[config.mk]
export PLATFORM = sky130hd
export DESIGN_NAME = joypad_poller
export DESIGN_NICKNAME = d
export VERILOG_FILES = /design/src/rtl/joypad_poller.sv
export SDC_FILE = /design/constraint.sdc
export NUM_CORES = 1
export LEC_CHECK = 0
export CAP_MARGIN = 20
export CORE_UTILIZATION = 33
export CTS_CLUSTER_DIAMETER = 120
export CTS_CLUSTER_SIZE = 28
export DETAILED_ROUTE_END_ITERATION = 7
export GPL_TIMING_DRIVEN = 1
export PLACE_DENSITY = 0.52
export SLEW_MARGIN = 20
export SYNTH_ARGS = -nofsm -noshare
export SYNTH_HDL_FRONTEND = slang
export SYNTH_SLANG_ARGS = --single-unit
[constraint.sdc]
create_clock -name clk -period 8.1 [get_ports clk]
set_clock_uncertainty 0.2 [all_clocks]
set_input_delay 1.62 -clock clk [delete_from_list [all_inputs] [get_ports clk]]
set_output_delay 1.62 -clock clk [all_outputs]
set_load 0.05 [all_outputs]
[src/rtl/joypad_poller.sv]
// joypad_poller
//   Polls two NES 4021-style controllers over a shared latch/clock pair and
//   publishes both pads as active-high 8-bit button vectors.
//   A poll is started by the free-running poll timer tick or by a start
//   pulse, but only while enable is high and the sequencer is idle.
// Ports:
//   clk, rst      system clock, async active-high reset
//   enable        allow new polls to start
//   start         one-cycle request for an immediate poll
//   pad_data[1:0] serial data from pad1/pad0, active-low, asynchronous
//   pad_latch     shared latch strobe (registered)
//   pad_clk       shared shift clock, pads shift on rising edge (registered)
//   btns0, btns1  button vectors: 0 A,1 B,2 Select,3 Start,4 Up,5 Down,6 Left,7 Right
//   valid         one-cycle pulse when btns0/btns1 update
//   busy          high while a poll is in progress
module joypad_poller #(
  parameter int LATCH_CYCLES = 256,
  parameter int HALF_BIT     = 128,
  parameter int POLL_PERIOD  = 357955
) (
  input  logic       clk,
  input  logic       rst,
  input  logic       enable,
  input  logic       start,
  input  logic [1:0] pad_data,
  output logic       pad_latch,
  output logic       pad_clk,
  output logic [7:0] btns0,
  output logic [7:0] btns1,
  output logic       valid,
  output logic       busy
);

  localparam int TW   = (POLL_PERIOD > 2) ? $clog2(POLL_PERIOD) : 1;
  localparam int CMAX = (LATCH_CYCLES > HALF_BIT) ? LATCH_CYCLES : HALF_BIT;
  localparam int CW   = $clog2(CMAX) + 1;

  typedef enum logic [2:0] {IDLE, LATCH, LOW, HIGH, DONE} state_t;

  state_t        state, nxt;
  logic [TW-1:0] tmr;
  logic [CW-1:0] cyc;
  logic [2:0]    bit_cnt;
  logic [1:0]    sync1, sync2;
  logic [7:0]    sr0, sr1;
  logic          tick, req, last;
  logic          latch_d, clk_d, busy_d;

  // Poll timer free-runs from reset, independent of enable and state.
  assign tick = (tmr == TW'(POLL_PERIOD - 1));
  assign req  = (tick | start) & enable;

  always_ff @(posedge clk or posedge rst) begin
    if (rst)       tmr <= '0;
    else if (tick) tmr <= '0;
    else           tmr <= tmr + 1'b1;
  end

  // Two-flop synchronizer on the asynchronous pad lines.
  always_ff @(posedge clk or posedge rst) begin
    if (rst) begin
      sync1 <= '0;
      sync2 <= '0;
    end else begin
      sync1 <= pad_data;
      sync2 <= sync1;
    end
  end

  // Final cycle of the current timed phase.
  assign last = (state == LATCH) ? (cyc == CW'(LATCH_CYCLES - 1))
                                 : (cyc == CW'(HALF_BIT - 1));

  // State register
  always_ff @(posedge clk or posedge rst) begin
    if (rst) state <= IDLE;
    else     state <= nxt;
  end

  // Next-state logic
  always_comb begin
    nxt = state;
    case (state)
      IDLE:  if (req)  nxt = LATCH;
      LATCH: if (last) nxt = LOW;
      LOW:   if (last) nxt = (bit_cnt == 3'd7) ? DONE : HIGH;
      HIGH:  if (last) nxt = LOW;
      DONE:            nxt = IDLE;
      default:         nxt = IDLE;
    endcase
  end

  // Output decode from the next state so the pad lines come straight off flops.
  always_comb begin
    latch_d = (nxt == LATCH);
    clk_d   = (nxt == HIGH);
    busy_d  = (nxt != IDLE);
  end

  always_ff @(posedge clk or posedge rst) begin
    if (rst) begin
      pad_latch <= 1'b0;
      pad_clk   <= 1'b0;
      busy      <= 1'b0;
      valid     <= 1'b0;
      btns0     <= '0;
      btns1     <= '0;
    end else begin
      pad_latch <= latch_d;
      pad_clk   <= clk_d;
      busy      <= busy_d;
      valid     <= (state == DONE);
      if (state == DONE) begin
        btns0 <= ~sr0;
        btns1 <= ~sr1;
      end
    end
  end

  // Phase cycle counter restarts on every state change; bit index and
  // shift registers advance on phase boundaries.
  always_ff @(posedge clk or posedge rst) begin
    if (rst) begin
      cyc     <= '0;
      bit_cnt <= '0;
      sr0     <= '0;
      sr1     <= '0;
    end else begin
      if (nxt != state)        cyc <= '0;
      else if (state != IDLE)  cyc <= cyc + 1'b1;
      if (state == LATCH && last) bit_cnt <= '0;
      if (state == HIGH && last)  bit_cnt <= bit_cnt + 1'b1;
      if (state == LOW && last) begin
        sr0[bit_cnt] <= sync2[0];
        sr1[bit_cnt] <= sync2[1];
      end
    end
  end

endmodule

==> impl_metrics.tcl <==
set metrics [dict create \
    status "complete, no violations" \
    rsz0062_at_grt "false" \
    area.growth.synth_to_final_pct 18.2 \
    track_usage_pct 13.3 \
    nets 343 \
    r2r-end "sr1[2]" \
    cts.clk_slew.worst_paths_ns 0.08 \
    drtPass1Iterations 4 \
    cts_root_buf "clkbuf_8" \
    routed_via_density 4.81 \
    ys.warnings.count 0 \
    netlist_instances 305 \
    path_buf_inv 1 \
    cap_violations 0 \
    synthTopCellsByArea "dfrtp_1 (56%), mux2_2 (5.5%), nand2_1 (4.6%), xnor2_1 (4.5%), o21ai_0 (3.8%)" \
    power_leakage_nw 1.67 \
    cp_top_family "buffers and inverters" \
    async_reset_ff_share_pct 100 \
    power.density_nw_per_um2 175 \
    ant_nets 0 \
    setup_viol 0 \
    cts_sinks 74 \
    cts_max_path_buffers 2 \
    vias 2261 \
    yosysTopAreaCell "dfrtp_1" \
    io_buffers 25 \
    worstHoldStart "sync1[1]" \
    start_util_pct 33.9 \
    ys_types 39 \
    clk_latency_ns 0.34 \
    gp_congestion 0.720 \
    hold_depth 0 \
    ys_seq_elements 74 \
    grt_pass1_wl_um 10600 \
    ctsResizeCount 0 \
    hp-class "reg -> reg" \
    antenna_found_initial 0 \
    avgRoutedWirePerCell_um 12.6 \
    synth.top_cell.area_share_pct 56.4 \
    post_cts_buffers 0 \
    worst_slack_ns 4.75 \
    cp_data_required_time_ns 6.28 \
    crit_type "reg -> out" \
    timing.final.crit_share_pct 41.3 \
    overflow 0 \
    grt_pass1_vias 2227 \
    totalWireLength_um 5910 \
    dieHeight_um 102 \
    worstMarginPinSlew_ns 0.934 \
    io_pins 26 \
    drive_gt1_share_pct 12.2 \
    grt_use_met1_pct 18.0 \
    reg2reg_from "state[1]" \
    avgSynthCellArea_um2 10.8 \
    cp-start-kind "flop" \
    syn-num-nets 316 \
    grt_max_degree 75 \
    arrival_ns 1.53 \
    r2r_slack_ns 5.45 \
    final_cell_mix "dfrtp_1 (74), nand2_1 (40), nor2_1 (26)" \
    cts_hold_buf 0 \
    nFillCells 941 \
    clock.fmax_ghz 0.299 \
    grt.busiest_layer "met2" \
    place_ws_ns 4.72 \
    ys_seq_area_share_pct 56.4 \
    finalMaxSlewViolations 0 \
    period_needed_ns 3.35 \
    synth-edff-count 0 \
    cp_max_fo 2 \
    cp-end-kind "output pin" \
    drt_iter0_drc 80 \
    finalHoldViolCount 0 \
    tritoncts "yes" \
    drc 0 \
    antenna_cells 0 \
    final_common_cell "dfrtp_1" \
    relSlewSlack_pct 37.8 \
    min_to "sync2[1]" \
    slowest_delay_ns 0.81 \
    ir_worst_vdd_mv 0.0663 \
    core_area_um2 9680 \
    synth_top_flop_cell "dfrtp_1" \
    r2r_cells 4 \
    die_w_um 102 \
    rows 36 \
    die-area_um2 10300 \
    tns_ns 0 \
    syn_area_um2 3280 \
    htree_num_levels 3 \
    dp_hpwl_um 3940 \
    met2_usage_pct 20.4 \
    cts_buffers 9 \
    crit_slowest_cell "clkdlybuf4s50_1" \
    met3_usage_pct 2.48 \
    crit_path_cell_trace "clkdlybuf4s50_1" \
]
-- metrics by stage --
| stage | area (um2) | utilization, % | total power, W | hold WS [ns] | std cells |
|---|---|---|---|---|---|
| 5_1_grt | 3880 | 40.1 | 0.000706 | 0.159 | 470 |
| 4_1_cts | 3880 | 40.1 | 0.000692 | 0.156 | 470 |
| 3_3_place_gp | 3670 | 37.9 | 0.000389 | 0.135 | 454 |
| 6_report | 3880 | 40.1 | 0.000681 | 0.152 | 470 |
| 3_5_place_dp | 3670 | 37.9 | 0.000390 | 0.136 | 454 |
| 2_1_floorplan | 3280 | - | 0.000384 | 0.131 | 305 |
-- cells by family (layout without fill, tap and decap cells) --
kind of cell / Yosys count / in the layout / synth area share (%)
AO/OA/AOI/OAI: 42 / 42 / 7.82
XOR/XNOR: 23 / 23 / 6.14
adder cells (fa/ha/maj): 5 / 5 / 1.91
buffers and inverters: 21 / 53 / 2.40
flip-flops: 74 / 74 / 56.4
multiplexers: 18 / 18 / 6.10
AND/OR/NAND/NOR: 122 / 122 / 19.2
-- flip-flops by register name, summed over array words and instances, names as in the netlist --
register and cells:
btns0 8, cyc 9, sync2 2, sync1 2, pad_latch 1, tmr 19
sr1 8, bit_cnt 3, busy 1, valid 1, btns1 8, state 3
sr0 8, pad_clk 1
-- power breakdown --
| group | switching, W | leakage (nW) | internal, W |
|---|---|---|---|
| clock network | 0.000151 | 0.103 | 0.000148 |
| logic | 0.00000740 | 0.589 | 0.00000253 |
| registers | 0.00000138 | 0.980 | 0.000370 |
| total | 0.000160 | 1.67 | 0.000521 |
-- metal layers --
layer	up-vias	wire (um)
li1	1121	-
met1	1109	2960
met2	22	2700
met3	9	138
met4	0	112
met5	-	0
-- worst max path at each step --
| stage | start | endpoint | slack (ns) | cells past startpoint |
|---|---|---|---|---|
| after floorplan | rst | bit_cnt[0] | 4.40 | 1 |
| after detailed placement | enable | cyc[2] | 4.72 | 5 |
| after CTS | btns1[3] | btns1[3] | 4.73 | 1 |
| after global placement | enable | cyc[1] | 4.75 | 5 |
| after global routing | btns1[3] | btns1[3] | 4.69 | 1 |
| final | btns1[3] | btns1[3] | 4.75 | 1 |
-- layout make-up --
| type | count | area, um2 | area share, % |
|---|---|---|---|
| inverters | 10 | 37.5 | 0.967 |
| well taps | 133 | 166 | 4.29 |
| repair buffers | 27 | 265 | 6.84 |
| flip-flops and latches | 74 | 1850 | 47.7 |
| clock inverters | 7 | 83.8 | 2.16 |
| multi-input cells | 210 | 1350 | 34.8 |
| clock buffers | 9 | 124 | 3.19 |
-- cells in the mapped netlist (2+ instances only) --
master    count
nand2b_1      3
xor2_1        6
nand2_1      40
nand3b_1      3
mux2i_1       2
nand4_1       8
or3_1         3
ha_1          5
inv_1        10
nor3_1        7
nor4_1        5
nor2_1       26
xnor2_1      17
a21oi_1       7
o31ai_1       2
nand3_1       8
dfrtp_1      74
nor3b_1       5
clkbuf_1     11
mux2_2       16
a22o_1        3
and3_1        3
o21ai_0      25
Power figures use the tool's default switching activity.
